File: config.mk
export PLATFORM = sky130hd
export DESIGN_NAME = cpu_sequencer
export DESIGN_NICKNAME = d
export VERILOG_FILES = /design/src/rtl/cpu_sequencer.sv
export SDC_FILE = /design/constraint.sdc
export NUM_CORES = 1
export LEC_CHECK = 0
export BUFFER_PORTS_ARGS = -buffer_cell sky130_fd_sc_hd__buf_2
export CORE_MARGIN = 2
export CORE_UTILIZATION = 35
export DETAILED_ROUTE_END_ITERATION = 7
export SLEW_MARGIN = 0
export SYNTH_ARGS = -nofsm -noshare
export SYNTH_HDL_FRONTEND = slang
export SYNTH_SLANG_ARGS = --single-unit
File: constraint.sdc
create_clock -name clk -period 3.7 [get_ports clk]
set_clock_uncertainty 0.1 [all_clocks]
set_input_delay 0.37 -clock clk [delete_from_list [all_inputs] [get_ports clk]]
set_output_delay 0.37 -clock clk [all_outputs]
set_load 0.05 [all_outputs]
File: src/rtl/cpu_sequencer.sv
// Micro-sequencer: per-instruction cycle counter plus opcode/cycle decode to a one-of-N state code.
// Optional CPU_SEQ_ILLEGAL_TRAP_EN: undefined opcodes halt the sequence and raise illegal.
module cpu_sequencer #(
    parameter int STATE_W = 8,
    parameter int CYCLE_W = 4
) (
    input  logic               clk,
    input  logic               reset,
    input  logic [7:0]         opcode,
    input  logic               reset_cycle,
    output logic [CYCLE_W-1:0] cycle,
    output logic [STATE_W-1:0] state,
    output logic               illegal
);

    typedef enum logic [4:0] {
        S_NEXT       = 5'd0,
        S_FETCH_PC   = 5'd1,
        S_FETCH_INST = 5'd2,
        S_HALT       = 5'd3,
        S_JUMP       = 5'd4,
        S_OUT_A      = 5'd5,
        S_ALU_OP     = 5'd6,
        S_MOV_FETCH  = 5'd7,
        S_MOV_LOAD   = 5'd8,
        S_MOV_STORE  = 5'd9,
        S_LDI        = 5'd10,
        S_TMP_STORE  = 5'd11,
        S_FETCH_SP   = 5'd12,
        S_PC_STORE   = 5'd13,
        S_TMP_JUMP   = 5'd14,
        S_RET        = 5'd15,
        S_INC_SP     = 5'd16
    } state_t;

    typedef enum logic [3:0] {
        C_NOP, C_HLT, C_OUT, C_LDI, C_JMP, C_CALL, C_RET, C_MOV, C_ALU, C_UND
    } op_class_t;

    op_class_t cls;
    state_t    cur;
    logic      past_fetch;

    assign past_fetch = (cycle > CYCLE_W'(1));

    always_comb begin
        cls = C_UND;
        unique casez (opcode)
            8'h00:       cls = C_NOP;
            8'h01:       cls = C_HLT;
            8'h02:       cls = C_OUT;
            8'b00_010_???: cls = C_LDI;
            8'h18, 8'h19, 8'h1A: cls = C_JMP;
            8'h1B:       cls = C_CALL;
            8'h1C:       cls = C_RET;
            8'b01_??????: cls = C_MOV;
            8'b10_???_000: cls = C_ALU;
            default:     cls = C_UND;
        endcase
    end

    // Step index within the opcode-specific part of the sequence (cycle 2 is step 0).
    always_comb begin
        int step;
        cur  = S_NEXT;
        step = int'(cycle) - 2;
        if (cycle == CYCLE_W'(0)) begin
            cur = S_FETCH_PC;
        end else if (cycle == CYCLE_W'(1)) begin
            cur = S_FETCH_INST;
        end else begin
            case (cls)
                C_HLT: cur = S_HALT;
                C_OUT: begin
                    if (step == 0) cur = S_OUT_A;
                end
                C_LDI: begin
                    case (step)
                        0:       cur = S_FETCH_PC;
                        1:       cur = S_LDI;
                        default: cur = S_NEXT;
                    endcase
                end
                C_JMP: begin
                    case (step)
                        0:       cur = S_FETCH_PC;
                        1:       cur = S_JUMP;
                        default: cur = S_NEXT;
                    endcase
                end
                C_CALL: begin
                    case (step)
                        0:       cur = S_FETCH_PC;
                        1:       cur = S_TMP_STORE;
                        2:       cur = S_FETCH_SP;
                        3:       cur = S_PC_STORE;
                        4:       cur = S_TMP_JUMP;
                        default: cur = S_NEXT;
                    endcase
                end
                C_RET: begin
                    case (step)
                        0:       cur = S_INC_SP;
                        1:       cur = S_FETCH_SP;
                        2:       cur = S_RET;
                        default: cur = S_NEXT;
                    endcase
                end
                C_MOV: begin
                    case (step)
                        0:       cur = S_MOV_FETCH;
                        1:       cur = S_MOV_LOAD;
                        2:       cur = S_MOV_STORE;
                        default: cur = S_NEXT;
                    endcase
                end
                C_ALU: begin
                    if (step == 0) cur = S_ALU_OP;
                end
`ifdef CPU_SEQ_ILLEGAL_TRAP_EN
                C_UND:   cur = S_HALT;
`else
                C_UND:   cur = S_NEXT;
`endif
                default: cur = S_NEXT;
            endcase
        end
    end

    assign state = STATE_W'(cur);

`ifdef CPU_SEQ_ILLEGAL_TRAP_EN
    assign illegal = past_fetch && (cls == C_UND);
`else
    assign illegal = 1'b0;
`endif

    // HALT freezes the counter; only reset_cycle or reset can leave it.
    always_ff @(posedge clk or negedge reset) begin
        if (!reset) begin
            cycle <= '0;
        end else if (reset_cycle) begin
            cycle <= '0;
        end else if (cur != S_HALT) begin
            cycle <= cycle + CYCLE_W'(1);
        end
    end

endmodule

### Word-level counts from Yosys, hierarchy flattened

Index checks and enable logic that the tools add are counted.

| word-level totals | value |
|---|---|
| memory bits (writable) | 0 |
| ROM bits | 0 |
| output and inout port bits | 13 |
| latch bits | 0 |
| register bits after elaboration | 4 |
| input port bits | 11 |
| memories kept | 0 |

| cells by class | value |
|---|---|
| multiply operators | 0 |
| muxes and demuxes | 13 |
| bitwise logic cells | 0 |
| add/sub/neg operators | 2 |
| shift-type cells | 0 |
| magnitude comparators | 0 |
| div/mod/pow operators | 0 |
| reductions and logical operators | 6 |
| equal/unequal tests | 24 |

Operators with widths:

| kind | count |
|---|---|
| 32-bit by 2-bit equality test with 1-bit output, second input constant | 2 |
| 32-bit zero test | 2 |
| 8-bit by 5-bit equality test with 1-bit output, second input constant | 5 |
| 5-bit case mux with 8 select lines | 1 |
| 4-bit case mux with 9 select lines | 1 |
| 32-bit by 1-bit equality test with 1-bit output, second input constant | 1 |
| 32-bit by 3-bit equality test with 1-bit output, second input constant | 1 |
| 4-bit case mux with 5 select lines | 1 |
| 4-bit by 3-bit equality test with 1-bit output, second input constant | 4 |
| 5-bit case mux with 3 select lines | 1 |
| 4-bit case mux with 3 select lines | 1 |
| 5-bit two-way mux | 2 |
| 4-bit by 1-bit equality test with 1-bit output, second input constant | 2 |
| 4-bit by 2-bit equality test with 1-bit output, second input constant | 2 |
| 8-bit by 1-bit equality test with 1-bit output, second input constant | 1 |
| 8-bit by 2-bit equality test with 1-bit output, second input constant | 1 |
| 8-bit zero test | 1 |
| 4-bit two-way mux | 2 |
| 4-bit case mux with 2 select lines | 1 |
| 3-bit two-way mux | 2 |
| 3-bit case mux with 2 select lines | 1 |
| 5-bit by 2-bit equality test with 1-bit output, second input constant | 1 |
| 5-bit equality test, second input constant | 1 |
| 5-bit by 2-bit != test with 1-bit output, second input constant | 1 |
| 7 further kinds | 7 |

### Logic depth before layout (Yosys ltp)

Gate-level depths: netlist of run 1.

| logic depth | value |
|---|---|
| word-level depth | 10 |
| mapped depth | 9 |
| mapped depth without buffers | 9 |

### Worst setup path after synthesis of run 1

No wires, ideal clock.

| timing | value |
|---|---|
| kind | register to register |
| start point | reg cycle[1] |
| end point | reg cycle[3] |
| path slack | -0.278 ns |
| period minus slack after synthesis | 3.978 ns |
| setup time | 0.128 ns |
| cell stages (with the launch flop) | 10 |
| data arrival time | 3.751 ns |
| required time | 3.472 ns |
| cell sequence | dfrtp_1 inv_1 ha_1 or2_2 o21ai_1 nand2_1 nor3_1 and4bb_4 a21oi_1 mux2_1 |

| on the way | value |
|---|---|
| word-level cells in the longest chain between the ends | 8 |
| elaborated cells on any way between the ends | 24 |
| classes of those cells | add/sub (2); eq/ne (6); mux (12); reduce/logical (4) |

Ends and longest elaborated chain:

| element | RTL line | source |
|---|---|---|
| start: declaration | 11 | `output logic [CYCLE_W-1:0] cycle,` |
| start signal: assignment | 145 | `cycle <= cycle + CYCLE_W'(1);` |
| 4-bit by 2-bit subtractor with 5-bit output | 66 | `step = int'(cycle) - 2;` |
| 32-bit by 2-bit equality test with 1-bit output, or another cell as far along | 102 | `case (step)` |
| 5-bit case mux with 3 select lines | 102 |  |
| 5-bit case mux with 8 select lines | 72 | `case (cls)` |
| 5-bit two-way mux | 69 | `end else if (cycle == CYCLE_W'(1)) begin` |
| 5-bit two-way mux * | 67 | `if (cycle == CYCLE_W'(0)) begin` |
| via state[4] | 12 | `output logic [STATE_W-1:0] state,` |
| 5-bit by 2-bit != test with 1-bit output * | 144 | `end else if (cur != S_HALT) begin` |
| 2-bit nonzero test (no line) * | -- |  |

The timed path passes the listed nets; every way through them passes the cells marked *. The select of a mux whose other input is x is not followed.
A chain may end at the register's enable or synchronous reset.

### Worst setup path after layout of run 1

| timing | value |
|---|---|
| start point | reg cycle[1] |
| end point | out state[2] |

| on the way | value |
|---|---|
| word-level cells in the longest chain between the ends | 6 |
| elaborated cells on any way between the ends | 18 |
| classes of those cells | add/sub (1); eq/ne (5); mux (9); reduce/logical (3) |

Ends and longest elaborated chain:

| element | RTL line | source |
|---|---|---|
| 4-bit by 2-bit subtractor with 5-bit output | 66 |  |
| 32-bit by 3-bit equality test with 1-bit output, or another cell as far along | 92 | `case (step)` |
| 4-bit case mux with 5 select lines, or another cell as far along | 92 |  |
| 5-bit case mux with 8 select lines | 72 |  |
| 5-bit two-way mux | 69 |  |
| 5-bit two-way mux * | 67 |  |
| end: declaration | 12 |  |

Every way passes the cells marked *; elsewhere a longest branch is shown, timed or not.

==> results.yml, run 1 <==
floorplanning:
  dieArea_um2: 3030
  io_pins: 24
  core_um2: 2480
  die_h_um: 55.0
  std_cell_rows: 18
  start_util: 0.368
  chipWidth_um: 55.0
critical_path:
  worst-r2r-setup-slack_ps: 400
  critPathKind: "reg2out"
  worst-endpoint-required_ps: 3230
  cp_max_fo: 7
  arrival_ps: 2950
  ff2ff_path_depth: 9
  r2r-start: "cycle[1]"
  r2r_end: "cycle[3]"
  cp-end-kind: "output pin"
  cp-start-kind: "flop"
global_routing:
  grt_usage: 0.179
  grt_pass1_wl_um: 3940
  grt_max_degree: 15
  grt_overflow_total: 0
  antenna_found_initial: 0
  grt_pass1_vias: 917
flow_run:
  drv_cap: 0
cts:
  path_clk_slew_ps: 30
  root_buffer: "clkbuf_4"
  htree_levels: 1
  clock_sinks: 4
  cts_buffers: 3
  clock_latency_ps: 230
  ctsLongestPathBuffers: 2
  cts_setup_buffers: 0
  cts_tree: "done"
timing:
  finalSetupViolCount: 0
  worst_pin_slew_ps: 761
  slew_headroom: 0.479
  fmax_ghz: 0.293
  hold_violations: 0
  fin_setup_tns_ps: 0
  min_period_over_period: 0.923
  holdWs_ps: 276
  finalMaxSlewViolations: 0
  fin_crit_ps: 3420
  rsz0062_at_grt: "no"
finish:
  nets: 158
  reg_top3: "cycle x4"
  areaGrowthSynthToFinish_pct: 13.6
  drive_above_1_share: 0.223
  num-fill-cells: 284
  largest-register: "cycle"
  num_antenna_cells: 0
  largest_reg_flops: 4
drt:
  ant_nets: 0
  routedWlPerCell_um: 14.8
  first_pass_iters: 4
  wl_um: 2500
  vias_per_cell: 5.99
  drt_iter0_markers: 52
  drc: 0
  vias: 1013
power_and_ir_drop:
  vdd_ir_drop_max_mv: 0.166
  power_leakage_nw: 0.441
  powerDensity_nw_per_um2: 214
yosys:
  synthMuxAreaShare: 0.0247
  syn_area_um2: 911
  synth_top_family_by_area: "simple AND/OR/NAND/NOR gates"
  avgSynthCellArea_um2: 7.47
  yosysTopAreaCell: "dfrtp_1"
  synth_warnings: 0
  ys.flop_type: "dfrtp_1"
  yosys.area_share.simple: 0.363
  synth_cells: 122
  synth-compound-area-share: 0.287
  synth_cell_type_count: 51
  synth_xor_area_frac: 0.00962
  yosys-top-cells-area: "dfrtp_1 (11%), ha_1 (8.2%), o21ai_0 (4.9%)"
  ys_seq_area_frac: 0.110
  synthArstFlopShare: 1.00
  yosys.area_share.adder: 0.0934
  synth_edf_count: 0
  ys_seq_elements: 4
  synth_top_area_frac: 0.110
min_path:
  holdPathStages: 2
  hold_end: "cycle[1]"
  hold_path.startpoint: "reset_cycle"
  hp-class: "in2reg"
status:
  status: "completed"
placement:
  place_hpwl_um: 1990
  port_buffers: 19
  place.gp.congestion: 0.978
[critical path, cell delays in order, from the launching register on]
cell       delay, ps
dfrtp_1          460
inv_1            120
ha_1             220
or2_2            300
o21a_1           250
a2111oi_0        720
nor2_1           190
a21oi_1          180
buf_2            280
[area by class of cell]
| type | instances | area [um2] | area share |
|---|---|---|---|
| timing repair buffer | 21 | 113 | 0.109 |
| tap | 30 | 37.5 | 0.0363 |
| multi-input combinational | 102 | 728 | 0.704 |
| sequential | 4 | 100 | 0.0967 |
| inverter | 9 | 33.8 | 0.0326 |
| clock buffer | 3 | 22.5 | 0.0218 |
[what timing repair did]
action | in CTS | in global routing
endpoints found under the hold margin | 4 | 0
setup endpoints to repair | 0 | 0
hold buffers | 1 | 0
resized for setup | 0 | 0
[logic make-up after synthesis]
family                     after synthesis
xor gates and xnor gates                 1
buffers and inverters                   19
and+or+nand+nor                         53
DFF                                      4
other                                    1
AOI/OAI and AO/OA                       35
adders and majority gates                7
muxes                                    2
[power breakdown]
part	internal (W)	switching (W)	leakage [nW]	total, W
combinational	0.0000366	0.0000822	0.374	0.000119
sequential	0.0000466	0.00000491	0.0533	0.0000516
clock	0.0000361	0.0000149	0.0138	0.0000510
total	0.000119	0.000102	0.441	0.000221
[cell usage in the layout, fill, tap and decap left out, types with 3 or more instances in the layout]
cell type  count
a21oi_1        7
buf_2         19
clkbuf_4       3
conb_1         4
dfrtp_1        4
ha_1           6
inv_1          9
nand2_1        9
nor2_1        10
nor4_1         3
o21ai_0        9
or3_1          4
or4_1          3
[per-stage QoR]
stage / utilization / instances / total power, W / instance area, um2 / setup slack (ps)
floorplan: - / 125 / 0.000143 / 927 / 130
detailed placement: 0.405 / 165 / 0.000169 / 1000 / 411
CTS: 0.418 / 169 / 0.000223 / 1030 / 292
global route: 0.418 / 169 / 0.000237 / 1030 / 97.4
global placement: 0.405 / 165 / 0.000169 / 1000 / 427
finish: 0.418 / 169 / 0.000221 / 1030 / 284
[worst max path at each step]
stage,slack (ps),depth (start not counted),startpoint,to
floorplan,130,7,cycle[1],state[0]
global placement,430,9,cycle[1],cycle[2]
detailed placement,410,9,cycle[1],cycle[2]
CTS,290,8,cycle[1],state[3]
global route,100,8,cycle[1],state[2]
finish,280,8,cycle[1],state[2]
[synthesized netlist by cell type (all sizes together) (2+ instances only)]
| library cell | number |
|---|---|
| nor2 | 10 |
| o21ai | 10 |
| nand3 | 2 |
| or4 | 3 |
| mux2 | 2 |
| a211oi | 2 |
| a21oi | 7 |
| nor4 | 4 |
| or3 | 4 |
| a41o | 2 |
| nor2b | 2 |
| nand2 | 9 |
| dfrtp | 4 |
| nor3 | 2 |
| nand4 | 2 |
| ha | 6 |
| a2111oi | 2 |
| a41oi | 2 |
| inv | 9 |
| nand2b | 2 |
| o21a | 2 |
| buf | 9 |
[layer usage]
metal / GRT usage / wire (um) / up-vias
li1: - / - / 490
met3: 0.0161 / 172 / 2
met1: 0.214 / 1060 / 481
met4: 0.0650 / 19 / 0
met5: 0 / 0 / -
met2: 0.329 / 1240 / 40
Note: power is estimated with default switching activity, not from simulation.
==> run 2, diff against run 1 <==
==> constraint.sdc (replaced) <==
create_clock -name clk -period 4.1 [get_ports clk]
set_clock_uncertainty 0.1 [all_clocks]
set_input_delay 0.41 -clock clk [delete_from_list [all_inputs] [get_ports clk]]
set_output_delay 0.41 -clock clk [all_outputs]
set_load 0.05 [all_outputs]
==> run 2 against run 1 <==
  * Cell area is 1.2% lower
  * Count of clock-buffer cells in the layout is the same
  * Combinational power down 11%
  * Hold slack improved by 50 ps
  * Die area unchanged
  * Global-route usage decreased by 0.21 points
==> results.yml, run 2 (same netlist as run 1, synthesis figures left out) <==
cts:
  cts_tree: "done"
  ctsResizeCount: 0
  cts_buffers: 3
  ctsLongestPathBuffers: 2
  root_buffer: "clkbuf_4"
  htree_levels: 1
  clock_sinks: 4
  path_clk_slew_ps: 40
  clock_latency_ps: 230
critical_path:
  critPathKind: "reg2out"
  r2r_end: "cycle[2]"
  cp-start-kind: "flop"
  cp-end-kind: "output pin"
  critical_path_buf_inv_count: 2
  worst-endpoint-required_ps: 3590
  ff2ff_path_depth: 9
  arrival_ps: 2790
  cp_max_fo: 7
  crit_slowest_cell: "dfrtp_1"
  worstPathCellList: "inv_1 -> ha_1 -> or2_2 -> o21ai_1 -> nand2_1 -> or3_1 -> a21oi_1 -> buf_2"
  slowest_delay_ps: 470
  critical-path-top-delay-family: "simple AND/OR/NAND/NOR gates"
  worst-r2r-setup-slack_ps: 970
  r2r-start: "cycle[1]"
global_routing:
  grt_max_degree: 15
  grt.busiest_layer: "met2"
  grt_pass1_wl_um: 3900
  grt_overflow_total: 0
  met2_usage: 0.290
  grt_use_met1: 0.239
  use_met3: 0.0215
  grt_usage: 0.177
  antenna_found_initial: 0
  grt_pass1_vias: 868
status:
  status: "completed"
floorplanning:
  dieArea_um2: 3030
  start_util: 0.368
  std_cell_rows: 18
  die_h_um: 55.0
  io_pins: 24
  core_um2: 2480
  chipWidth_um: 55.0
timing:
  hold_violations: 0
  fmax_ghz: 0.303
  finalSetupViolCount: 0
  holdWs_ps: 326
  slew_headroom: 0.614
  min_period_over_period: 0.804
  worst_pin_slew_ps: 564
  finalMaxSlewViolations: 0
  fin_setup_tns_ps: 0
  setup_ws_ps: 802
  rsz0062_at_grt: "no"
  fin_crit_ps: 3300
finish:
  num_antenna_cells: 0
  final_common_cell: "buf_2"
  drive_above_1_share: 0.210
  nets: 157
  areaGrowthSynthToFinish_pct: 12.2
  largest-register: "cycle"
  num-fill-cells: 274
  layout_common_cells: "buf_2 (19), nor2_1 (10), inv_1 (9), nand2_1 (9), o21ai_0 (9)"
  largest_reg_flops: 4
  reg_top3: "cycle x4"
drt:
  vias_per_cell: 5.92
  drc: 0
  drt_iter0_markers: 27
  first_pass_iters: 4
  ant_nets: 0
  vias: 995
  wl_um: 2470
  routedWlPerCell_um: 14.7
placement:
  place.gp.congestion: 0.879
  place_ws_ps: 960
  place_hpwl_um: 1950
  port_buffers: 19
flow_run:
  drv_cap: 0
min_path:
  hold_end: "cycle[0]"
  hp-class: "in2reg"
  hold_path.startpoint: "reset_cycle"
  holdPathStages: 2
power_and_ir_drop:
  vdd_ir_drop_max_mv: 0.150
  power_leakage_nw: 0.436
  powerDensity_nw_per_um2: 196
run 2: cell count changes in the layout (fill, tap and decap cells not counted), sizes merged:
cell  change
buf       -1
run 2: where the power goes:
group	internal (W)	switching [W]	total, W
registers	0.0000421	0.00000453	0.0000466
clock network	0.0000327	0.0000149	0.0000475
logic	0.0000323	0.0000737	0.000106
run 2: repair_timing:
| item | CTS | global route |
|---|---|---|
| endpoints found under the hold margin | 4 | 0 |
| hold buffers | 1 | 0 |
| buffers inserted | 0 | 0 |
run 2: worst max-delay path by stage:
| stage | endpoint | slack, ps | from | cells after the start |
|---|---|---|---|---|
| 3_3_place_gp | cycle[3] | 980 | cycle[1] | 9 |
| 6_report | state[3] | 800 | cycle[1] | 8 |
| 2_1_floorplan | cycle[3] | 120 | cycle[1] | 9 |
| 5_1_grt | state[3] | 610 | cycle[1] | 8 |
| 3_5_place_dp | cycle[2] | 960 | cycle[1] | 9 |
| 4_1_cts | state[2] | 800 | cycle[1] | 8 |
run 2: layout make-up:
type                            instances  area, um2  share of cell area
Tap cell                               30       37.5              0.0367
Clock buffer                            3       22.5              0.0220
Inverter                                9       33.8              0.0330
Timing Repair Buffer                   20        105               0.103
Multi-Input combinational cell        102        723               0.707
Sequential cell                         4        100              0.0979
run 2: layer usage:
metal	vias up	wire length [um]
li1	487	-
met2	31	1210
met4	0	0
met1	477	1140
met3	0	127
met5	-	0
run 2: per-stage QoR:
step	cell area, um2	util	power (W)	instances
after floorplan	922	-	0.000129	125
after detailed placement	990	0.399	0.000151	164
after global routing	1020	0.413	0.000216	168
after CTS	1020	0.413	0.000203	168
final	1020	0.413	0.000200	168
after global placement	990	0.399	0.000150	164
